**src/rtl/circuit4_pipe_pkg.sv**
```systemverilog
// Shared types and helpers for the circuit4 add/compare/select/shift pipeline.
// trunc_chk works on a zero-extended MAX_W vector so one function serves every DATAWIDTH/OUTWIDTH.
package circuit_pkg;

  localparam int PIPE_LATENCY = 2;
  localparam int MAX_W        = 128;

  typedef struct packed {
    logic lt;
    logic eq;
  } flags_t;

  // Bits [dw-1:ow] must be all zero (unsigned) or all copies of bit ow-1 (signed).
  function automatic logic trunc_chk(input logic [MAX_W-1:0] shifted,
                                     input logic             signed_mode,
                                     input int               dw,
                                     input int               ow);
    logic [MAX_W-1:0] dw_mask;
    logic [MAX_W-1:0] hi;
    logic [MAX_W-1:0] msb_vec;
    logic [MAX_W-1:0] fill;
    dw_mask = ~({MAX_W{1'b1}} << dw);
    hi      = (shifted & dw_mask) >> ow;
    msb_vec = shifted >> (ow - 1);
    fill    = msb_vec[0] ? (dw_mask >> ow) : '0;
    return signed_mode ? (hi != fill) : (hi != '0);
  endfunction

endpackage

```
**src/rtl/circuit4_pipe_if.sv**
```systemverilog
// Operand/result bus for circuit4_pipe: operand side and result side, each with its own valid/ready pair.
// The slave modport is the pipeline's view; master is the source/consumer view.
interface circuit4_pipe_if #(
  parameter int DATAWIDTH = 64,
  parameter int OUTWIDTH  = 32
);
  logic [DATAWIDTH-1:0] a;
  logic [DATAWIDTH-1:0] b;
  logic [DATAWIDTH-1:0] c;
  logic                 in_valid;
  logic                 in_ready;
  logic [OUTWIDTH-1:0]  x;
  logic [OUTWIDTH-1:0]  z;
  logic                 x_trunc;
  logic                 z_trunc;
  logic                 out_valid;
  logic                 out_ready;

  modport master (
    output a, b, c, in_valid, out_ready,
    input  in_ready, x, z, x_trunc, z_trunc, out_valid
  );

  modport slave (
    input  a, b, c, in_valid, out_ready,
    output in_ready, x, z, x_trunc, z_trunc, out_valid
  );
endinterface

```
**src/rtl/circuit4_pipe_stage1.sv**
```systemverilog
// Combinational first stage: sums/difference, lt/eq compare and the g/h select muxes.
// Only the compare honours SIGNED; the add/sub bits are identical in both modes.
module c4_stage1
  import circuit_pkg::*;
#(
  parameter int DATAWIDTH = 64,
  parameter int SIGNED    = 0
) (
  input  logic [DATAWIDTH-1:0] i_a,
  input  logic [DATAWIDTH-1:0] i_b,
  input  logic [DATAWIDTH-1:0] i_c,
  output logic [DATAWIDTH-1:0] o_g,
  output logic [DATAWIDTH-1:0] o_h,
  output flags_t               o_flags
);

  logic [DATAWIDTH-1:0] w_d;
  logic [DATAWIDTH-1:0] w_e;
  logic [DATAWIDTH-1:0] w_f;
  logic                 w_lt;
  logic                 w_eq;

  assign w_d  = i_a + i_b;
  assign w_e  = i_a + i_c;
  assign w_f  = i_a - i_b;
  assign w_lt = (SIGNED != 0) ? ($signed(w_d) < $signed(w_e)) : (w_d < w_e);
  assign w_eq = (w_d == w_e);

  assign o_g        = w_lt ? w_d : w_e;
  assign o_h        = w_eq ? o_g : w_f;
  assign o_flags.lt = w_lt;
  assign o_flags.eq = w_eq;

endmodule

```
**src/rtl/circuit4_pipe.sv**
```systemverilog
// Two-stage add/compare/select/shift pipeline with valid/ready on both sides.
// Stage 2 is the output register; it holds while out_valid && !out_ready and stalls stage 1 behind it.
module circuit4_pipe
  import circuit_pkg::*;
#(
  parameter int DATAWIDTH = 64,
  parameter int OUTWIDTH  = 32,
  parameter int SHAMT     = 1,
  parameter int SIGNED    = 0
) (
  input logic            clk,
  input logic            rst,
  circuit4_pipe_if.slave bus
);

  logic [DATAWIDTH-1:0] w_g;
  logic [DATAWIDTH-1:0] w_h;
  flags_t               w_flags;

  logic                 r_s1_valid;
  logic [DATAWIDTH-1:0] r_g;
  logic [DATAWIDTH-1:0] r_h;
  flags_t               r_flags;

  logic                 r_out_valid;
  logic [OUTWIDTH-1:0]  r_x;
  logic [OUTWIDTH-1:0]  r_z;
  logic                 r_x_trunc;
  logic                 r_z_trunc;

  logic                 w_adv2;
  logic                 w_in_ready;
  logic                 w_accept;

  logic [DATAWIDTH-1:0] w_xs;
  logic [DATAWIDTH-1:0] w_zs;
  logic [DATAWIDTH-1:0] w_g_srl;
  logic [DATAWIDTH-1:0] w_g_sra;
  logic signed [DATAWIDTH-1:0] w_g_s;
  logic                 w_x_trunc;
  logic                 w_z_trunc;

  c4_stage1 #(
    .DATAWIDTH (DATAWIDTH),
    .SIGNED    (SIGNED)
  ) u_stage1 (
    .i_a     (bus.a),
    .i_b     (bus.b),
    .i_c     (bus.c),
    .o_g     (w_g),
    .o_h     (w_h),
    .o_flags (w_flags)
  );

  assign w_adv2     = r_s1_valid && (!r_out_valid || bus.out_ready);
  assign w_in_ready = !rst && (!r_s1_valid || w_adv2);
  assign w_accept   = bus.in_valid && w_in_ready;

  // Separate signed copy keeps >>> arithmetic instead of being demoted by the mode mux.
  assign w_g_s   = r_g;
  assign w_g_sra = w_g_s >>> SHAMT;
  assign w_g_srl = r_g >> SHAMT;

  assign w_xs = r_flags.lt ? (r_h << SHAMT) : r_h;
  assign w_zs = !r_flags.eq ? r_g : ((SIGNED != 0) ? w_g_sra : w_g_srl);

  assign w_x_trunc = trunc_chk(MAX_W'(w_xs), SIGNED != 0, DATAWIDTH, OUTWIDTH);
  assign w_z_trunc = trunc_chk(MAX_W'(w_zs), SIGNED != 0, DATAWIDTH, OUTWIDTH);

  always_ff @(posedge clk) begin
    if (rst) begin
      r_s1_valid  <= 1'b0;
      r_out_valid <= 1'b0;
      r_x         <= '0;
      r_z         <= '0;
      r_x_trunc   <= 1'b0;
      r_z_trunc   <= 1'b0;
    end else begin
      if (w_in_ready) begin
        r_s1_valid <= bus.in_valid;
      end
      if (w_adv2) begin
        r_out_valid <= 1'b1;
        r_x         <= w_xs[OUTWIDTH-1:0];
        r_z         <= w_zs[OUTWIDTH-1:0];
        r_x_trunc   <= w_x_trunc;
        r_z_trunc   <= w_z_trunc;
      end else if (bus.out_ready) begin
        r_out_valid <= 1'b0;
      end
    end
  end

  // Stage-1 payload needs no reset: it is only observed behind r_s1_valid.
  always_ff @(posedge clk) begin
    if (w_accept) begin
      r_g     <= w_g;
      r_h     <= w_h;
      r_flags <= w_flags;
    end
  end

  assign bus.in_ready  = w_in_ready;
  assign bus.out_valid = r_out_valid;
  assign bus.x         = r_x;
  assign bus.z         = r_z;
  assign bus.x_trunc   = r_x_trunc;
  assign bus.z_trunc   = r_z_trunc;

endmodule

```
**src/flat_wrapper.sv**
```systemverilog
// flat-port wrapper written by rule: the top's interface ports become plain ports
module circuit4_pipe_flat import circuit_pkg::*;
#(
  parameter int DATAWIDTH = 64,
  parameter int OUTWIDTH  = 32,
  parameter int SHAMT     = 1,
  parameter int SIGNED    = 0
)
  (clk, rst, bus_a, bus_b, bus_c, bus_in_valid, bus_out_ready, bus_in_ready, bus_x, bus_z, bus_x_trunc, bus_z_trunc, bus_out_valid);
  circuit4_pipe_if #(.DATAWIDTH(DATAWIDTH), .OUTWIDTH(OUTWIDTH)) bus_i ();
  input logic clk;
  input logic rst;
  input wire logic [$bits(bus_i.a)-1:0] bus_a;
  input wire logic [$bits(bus_i.b)-1:0] bus_b;
  input wire logic [$bits(bus_i.c)-1:0] bus_c;
  input wire logic [$bits(bus_i.in_valid)-1:0] bus_in_valid;
  input wire logic [$bits(bus_i.out_ready)-1:0] bus_out_ready;
  output wire logic [$bits(bus_i.in_ready)-1:0] bus_in_ready;
  output wire logic [$bits(bus_i.x)-1:0] bus_x;
  output wire logic [$bits(bus_i.z)-1:0] bus_z;
  output wire logic [$bits(bus_i.x_trunc)-1:0] bus_x_trunc;
  output wire logic [$bits(bus_i.z_trunc)-1:0] bus_z_trunc;
  output wire logic [$bits(bus_i.out_valid)-1:0] bus_out_valid;
  assign bus_i.a = bus_a;
  assign bus_i.b = bus_b;
  assign bus_i.c = bus_c;
  assign bus_i.in_valid = bus_in_valid;
  assign bus_i.out_ready = bus_out_ready;
  assign bus_in_ready = bus_i.in_ready;
  assign bus_x = bus_i.x;
  assign bus_z = bus_i.z;
  assign bus_x_trunc = bus_i.x_trunc;
  assign bus_z_trunc = bus_i.z_trunc;
  assign bus_out_valid = bus_i.out_valid;
  circuit4_pipe #(.DATAWIDTH(DATAWIDTH), .OUTWIDTH(OUTWIDTH), .SHAMT(SHAMT), .SIGNED(SIGNED)) u_core (.clk(clk), .rst(rst), .bus(bus_i));
endmodule
```
**config.mk**
```make
export PLATFORM = sky130hd
export DESIGN_NAME = circuit4_pipe_flat
export DESIGN_NICKNAME = d
export VERILOG_FILES = /design/src/rtl/circuit4_pipe_pkg.sv /design/src/rtl/circuit4_pipe_if.sv /design/src/rtl/circuit4_pipe_stage1.sv /design/src/rtl/circuit4_pipe.sv /design/src/flat_wrapper.sv
export SDC_FILE = /design/constraint.sdc
export NUM_CORES = 1
export LEC_CHECK = 0
export CAP_MARGIN = 20
export CORE_ASPECT_RATIO = 1.4
export CORE_MARGIN = 3
export CORE_UTILIZATION = 35
export DETAILED_ROUTE_END_ITERATION = 8
export GPL_ROUTABILITY_DRIVEN = 0
export SETUP_SLACK_MARGIN = 0.02
export SYNTH_ARGS = -nofsm -noshare
export SYNTH_HDL_FRONTEND = slang
export SYNTH_SLANG_ARGS = --single-unit
```
**constraint.sdc**
```tcl
create_clock -name clk -period 7.1 [get_ports clk]
set_input_delay 0.71 -clock clk [delete_from_list [all_inputs] [get_ports clk]]
set_output_delay 0.71 -clock clk [all_outputs]
set_load 0.03 [all_outputs]
```
==> results of run 1 <==
## metal layers
layer,vias to the layer above,track usage [%],part of all wire [%]
met4,0,15.0,7.0
met5,-,0,0
met1,10255,26.0,36
met3,270,1.97,4.1
met2,921,49.3,53
li1,10337,-,-
## per-stage QoR
step	hold WS [ns]	cell area [sq um]	utilization [%]
detailed placement	0.474	25700	42.9
global route	0.498	26300	43.9
floorplan	0.496	21300	-
CTS	0.484	26300	43.9
global placement	0.466	25700	42.9
finish	0.480	26300	43.9
## power by group through the flow
| stage | Sequential (mW) | Clock [mW] | Combinational [mW] |
|---|---|---|---|
| after global placement | 1.55 | 0 | 2.86 |
| after floorplan | 1.58 | 0 | 1.64 |
| after detailed placement | 1.55 | 0 | 2.92 |
| after CTS | 1.53 | 0.992 | 2.94 |
| final | 1.52 | 0.966 | 2.97 |
| after global routing | 1.54 | 1.03 | 3.21 |
## how the worst min path moves through the flow
stage / startpoint / end / slack (ns)
after detailed placement: u_core.bus.x[0] / u_core.bus.x[0] / 0.47
after global routing: u_core.bus.x[0] / u_core.bus.x[0] / 0.50
after global placement: u_core.bus.x[0] / u_core.bus.x[0] / 0.47
after floorplan: u_core.r_s1_valid / u_core.bus.out_valid / 0.50
after CTS: u_core.bus.x[0] / u_core.bus.x[0] / 0.48
final: u_core.bus.x[0] / u_core.bus.x[0] / 0.48
## Yosys cell counts (all sizes together), types with 46 or more instances
cell type  number
nand2         201
mux2i          76
nor4           46
clkbuf         99
nand4          66
edfxtp        130
ha            253
o21ai         192
dfxtp          68
a211oi         82
nor2          241
xnor2         136
inv           155
a21o           83
o21bai         49
a21oi         252
## cell families (layout without fill, tap and decap cells)
group	Yosys count	count (layout)	share of synthesized area, %
AO/OA/AOI/OAI	877	877	26.7
XOR/XNOR	173	173	7.12
adder cells (fa/ha/maj)	256	256	15.2
buffers and inverters	298	628	5.44
flip-flops	198	198	24.7
multiplexers	93	93	4.47
other	0	1	0
AND/OR/NAND/NOR	743	743	16.4
## final cells by class
class / instances / share of cell area, %
inverters: 158 / 2.25
diodes: 1 / 0.00951
flip-flops and latches: 198 / 20.0
repair buffers: 438 / 15.1
multi-input cells: 2142 / 56.6
clock inverters: 15 / 0.566
well taps: 810 / 3.85
clock buffers: 17 / 1.62
## critical path, stage by stage
cell and delay [ns]:
clkdlybuf4s50_1 0.57, inv_1 0.12, fa_1 0.45, o21ba_2 0.23, nor4_1 0.21, buf_4 0.18
o311ai_1 0.10, nand3_1 0.19, a221o_1 0.25, a211o_1 0.23, a31o_2 0.35, a31oi_4 0.13
o31ai_1 0.35, xor2_1 0.23, inv_1 0.08, ha_1 0.32, nand4_1 0.09, or2_2 0.33
nor4_1 0.24, nand4_1 0.19, a22o_1 0.27, nand2_1 0.13, inv_2 0.08, buf_12 0.16
nand2_1 0.20, nor2_1 0.08, o31ai_1 0.27, o21ai_1 0.11
## state kept, by name, indices dropped and copies added (netlist names)
signal	flops
u_core.bus.x	32
u_core.bus.out_valid	1
u_core.r_g	64
u_core.r_flags	2
u_core.r_s1_valid	1
u_core.bus.x_trunc	1
u_core.bus.z_trunc	1
u_core.bus.z	32
u_core.r_h	64
==> reports/metrics.csv, run 1 <==
metric,value,unit
P_int,3.16,mW
final hold vios,0,
"Gates resized, CTS repair",0,
initial core utilization,35.5,%
vias in the first global route,21905,
crit path launch type,input port,
worst flop-to-flop path endpoint,u_core.r_h[11],
Num Clock Sinks,198,
register area share after synthesis,24.7,%
RSZ-0062 raised after global routing,no,
drt drc,0,
Syn Area/Cell,8.07,sq um
Tot Pwr,5.46,mW
Root Buffer,clkbuf_16,
post-synth top area cell,edfxtp_1,
Min-Delay Path Depth,2,
Die Span Y,298,um
WL/cell,22.4,um
GRT overflow,0,
area of the multi-input gates,14900,sq um
DP Wirelength,70700,um
post-cts hold buffer count,0,
Net Sw Frac,42.2,%
total wire length,84500,um
Mapped Area,21300,sq um
routed vias/inst,5.76,
setup violators final,0,
ys async rst share,0,%
crit path kind,in -> reg,
Register Area,5270,sq um
setup TNS,0,ns
RR Startpoint,u_core.bus.out_valid,
synth top area cells,"edfxtp_1 18%, ha_1 15%, dfxtp_1 6.4%",
# placed instances,3746,
Cell Pwr Density,208,nW/um^2
status,finished clean,
R2R setup slack,4.17,ns
Post CTS Setup Buffer Count,0,
largest net degree at the start of global routing,81,
"Arr. time, crit path",6.85,ns
Combinational Power Share,54.4,%
Yosys top cell area share,18.3,%
post-route ant nets,0,
number of synthesized flops with an enable pin,130,
CTS Buf Count,17,
FP Rows,106,
fill count,6065,
final critical-path required period,6.69,ns
insertion delay to the later sink of the worst-skew pair,0.44,ns
f_max,150,MHz
"leading cell type in the layout, fill and taps excluded",clkdlybuf4s50_1,
I/O Buffers,263,
required time worst endpoint,7.27,ns
worst slack at placement,0.0368,ns
sequential power share,27.9,%
fin. max-slew vios,0,
"FF+latch count, synth",198,
synthesis-to-finish area growth,23.6,%
synth warn,0,
Syn Inst Count,2638,
Switching Power,2.30,mW
Final Cycle Share,94.2,%
H-tree level count,4,
worst setup path end,u_core.r_h[56],
crit end category,flop,
die boundary width,214,um
1st-iter DRT viols,1863,
vias post-DR,21783,
core box area,59900,sq um
nets,3407,
global-route wire length before repair,127000,um
Synth Flop Type,edfxtp_1,
Worst Tran Pin Value,1.06,ns
initial antenna violation count,1,
crit path launch,bus_a[1],
worst hold path type,reg -> reg,
Clock Pin Slew Worst Setup and Hold Paths,0.08,ns
fin worst setup slack,0.414,ns
First-pass DRT Iterations,6,
Leak,10.7,nW
IO Count,264,
Netlist cell types,90,
maxcap violations,0,
Clock power frac,17.7,%
syn_nets,3090,
"Max FO, Critical Path",16,
clock skew after layout,0.0223,ns
CTS Buffer Depth,2,
Reg2Reg Depth,4,
CTS tree,yes,
max_slew headroom,29.1,%
GRT Resource Usage Total,25.3,%
most frequent cells in the layout,"262 x clkdlybuf4s50_1, 253 x ha_1, 250 x a21oi_1",
Post-Layout Cell Count,3779,
layout cells sized above 1,9.03,%
die area,63900,sq um
Worst VDD drop,197,uV
No activity file was read; power rests on OpenSTA's default activity.
==> run 2: changes to the inputs <==
Clock period 7.1 ns to 6.5 ns, I/O delays scaled along.
==> run 2 against run 1 <==
  * Hold slack lost 0.015 ns
  * Critical path depth down 1
  * Wire length grew 0.63%
  * First-iteration DRC count is 10% higher
  * Total power up 14%
  * Register-to-register slack gained 0.03 ns
  * Sequential power is 9% higher
  * Clock skew shrank 0.0039 ns
  * Critical path type unchanged
  * Largest cell class unchanged
  * Highest routed layer unchanged
==> reports/metrics.csv, run 2 (synthesis gave the netlist of run 1 again) <==
metric,value,unit,change
status,finished clean,,
Clock Pin Slew Worst Setup and Hold Paths,0.08,ns,about the same
RSZ-0062 raised after global routing,no,,
worst slack at placement,-0.221,ns,-0.258 ns
crit path kind,in -> reg,,
max_slew headroom,40.4,%,+11 points
GRT Resource Usage Total,25.7,%,+0.40 points
fin worst setup slack,0.284,ns,-0.130 ns
post-cts hold buffer count,0,,unchanged
total wire length,85000,um,+0.63%
global-route wire length before repair,129000,um,+2.0%
die boundary width,214,um,unchanged
Leak,11.8,nW,+9.7%
core box area,59900,sq um,unchanged
Root Buffer,clkbuf_16,,
"Max FO, Critical Path",43,,+27
die area,63900,sq um,unchanged
"Slowest-stage cell, CP",clkdlybuf4s50_1,,
H-tree level count,4,,unchanged
Final Instance Area,28000,sq um,+6.5%
First-pass DRT Iterations,6,,unchanged
vias post-DR,22609,,+3.8%
required time worst endpoint,6.68,ns,-0.59 ns
initial antenna violation count,1,,unchanged
Tot Pwr,6.25,mW,+14%
drt drc,0,,unchanged
CTS Buffer Depth,2,,unchanged
post-route ant nets,0,,unchanged
final critical-path required period,6.22,ns,
nets,3611,,+6.0%
highest cell delay on the worst timing path,0.51,ns,-0.06 ns
"leading cell type in the layout, fill and taps excluded",buf_4,,
largest net degree at the start of global routing,73,,-9.9%
"Arr. time, crit path",6.39,ns,-0.46 ns
worst hold path type,reg -> reg,,
WL/cell,21.3,um,-4.5%
maxcap violations,0,,unchanged
fin. max-slew vios,0,,unchanged
most frequent cells in the layout,"372 x buf_4, 262 x clkdlybuf4s50_1, 253 x ha_1",,
Cell Pwr Density,223,nW/um^2,+7.4%
initial core utilization,35.5,%,unchanged
Bufs and invs on worst path,7,,+1
clock skew after layout,0.0185,ns,-0.00385 ns
Die Span Y,298,um,unchanged
layout cells sized above 1,15.3,%,+6.3 points
area of the multi-input gates,15000,sq um,+0.53%
I/O Buffers,263,,unchanged
IO Count,264,,unchanged
FP Rows,106,,unchanged
Num Clock Sinks,198,,unchanged
Post-DP Area,27300,sq um,+6.1%
synthesis-to-finish area growth,31.7,%,
Final Cycle Share,95.6,%,
R2R setup slack,4.20,ns,+0.03 ns
CTS Buf Count,17,,unchanged
CTS tree,yes,,
1st-iter DRT viols,2056,,+10%
CP dominant cell by count,buf_4,,
crit end category,flop,,
final hold vios,0,,unchanged
Register Area,5270,sq um,unchanged
setup violators final,0,,unchanged
f_max,161,MHz,
insertion delay to the later sink of the worst-skew pair,0.44,ns,about the same
GRT overflow,0,,unchanged
crit path launch type,input port,,
cell family with most CP delay,compound AO/OA/AOI/OAI gates,,
routed vias/inst,5.68,,-1.5%
Worst VDD drop,151,uV,-23%
largest registers,"u_core.r_g (64), u_core.r_h (64)",,
fill count,5952,,-1.9%
Worst Tran Pin Value,0.886,ns,-0.178 ns
DP Wirelength,71800,um,+1.5%
vias in the first global route,22861,,+4.4%
run 2: cell types whose count changed in the layout (fill, tap and decap cells not counted), sizes merged:
cell      delta
clkbuf       +1
inv          -2
bufinv       +1
buf        +204
clkinv       +1
clkinvlp     -1
run 2: through the flow:
step / std cells / hold WS, ns / TNS, ns / util, %
finish: 3983 / 0.465 / 0 / 46.8
global route: 3983 / 0.482 / 0 / 46.8
CTS: 3979 / 0.468 / 0 / 46.6
floorplan: 2638 / 0.496 / 0 / -
detailed placement: 3947 / 0.450 / -4.46 / 45.5
global placement: 3947 / 0.452 / -3.23 / 45.5
run 2: what timing repair did:
item,in CTS,in global routing
buffers inserted,0,3
resized for setup,0,19
setup endpoints to repair,0,89
endpoints found under the hold margin,0,0
run 2: area by class of cell:
class                   count  share of cell area, %
multi-input cells        2142                   53.4
repair buffers            642                   19.8
flip-flops and latches    198                   18.8
well taps                 810                   3.62
inverters                 158                   2.12
clock buffers              18                   1.57
clock inverters            14                  0.701
diodes                      1                0.00893
run 2: metal layers:
metal  GRT usage [%]  up-vias  share of wire, %
met4            16.1        0               7.6
li1                -    10751                 -
met3            2.55      296               4.5
met2            49.5      974                52
met1            26.3    10588                36
met5               0        -                 0
run 2: final timing paths:
kind | start | to | cells after the start
max reg2reg | u_core.bus.out_valid | u_core.r_g[11] | 4
max | bus_a[6] | u_core.r_h[31] | 27
min reg2reg | u_core.bus.x[0] | u_core.bus.x[0] | 2
min | u_core.bus.x[0] | u_core.bus.x[0] | 2
run 2: tightest hold or removal path, stage by stage, from the launching register on:
cell     delay [ns]
dfxtp_1        0.32
nand2_1        0.05
a21oi_1        0.05
run 2: power breakdown:
group,switching (mW),internal [mW]
clock network,0.551,0.574
registers,0.0748,1.59
logic,1.94,1.52
total,2.57,3.68
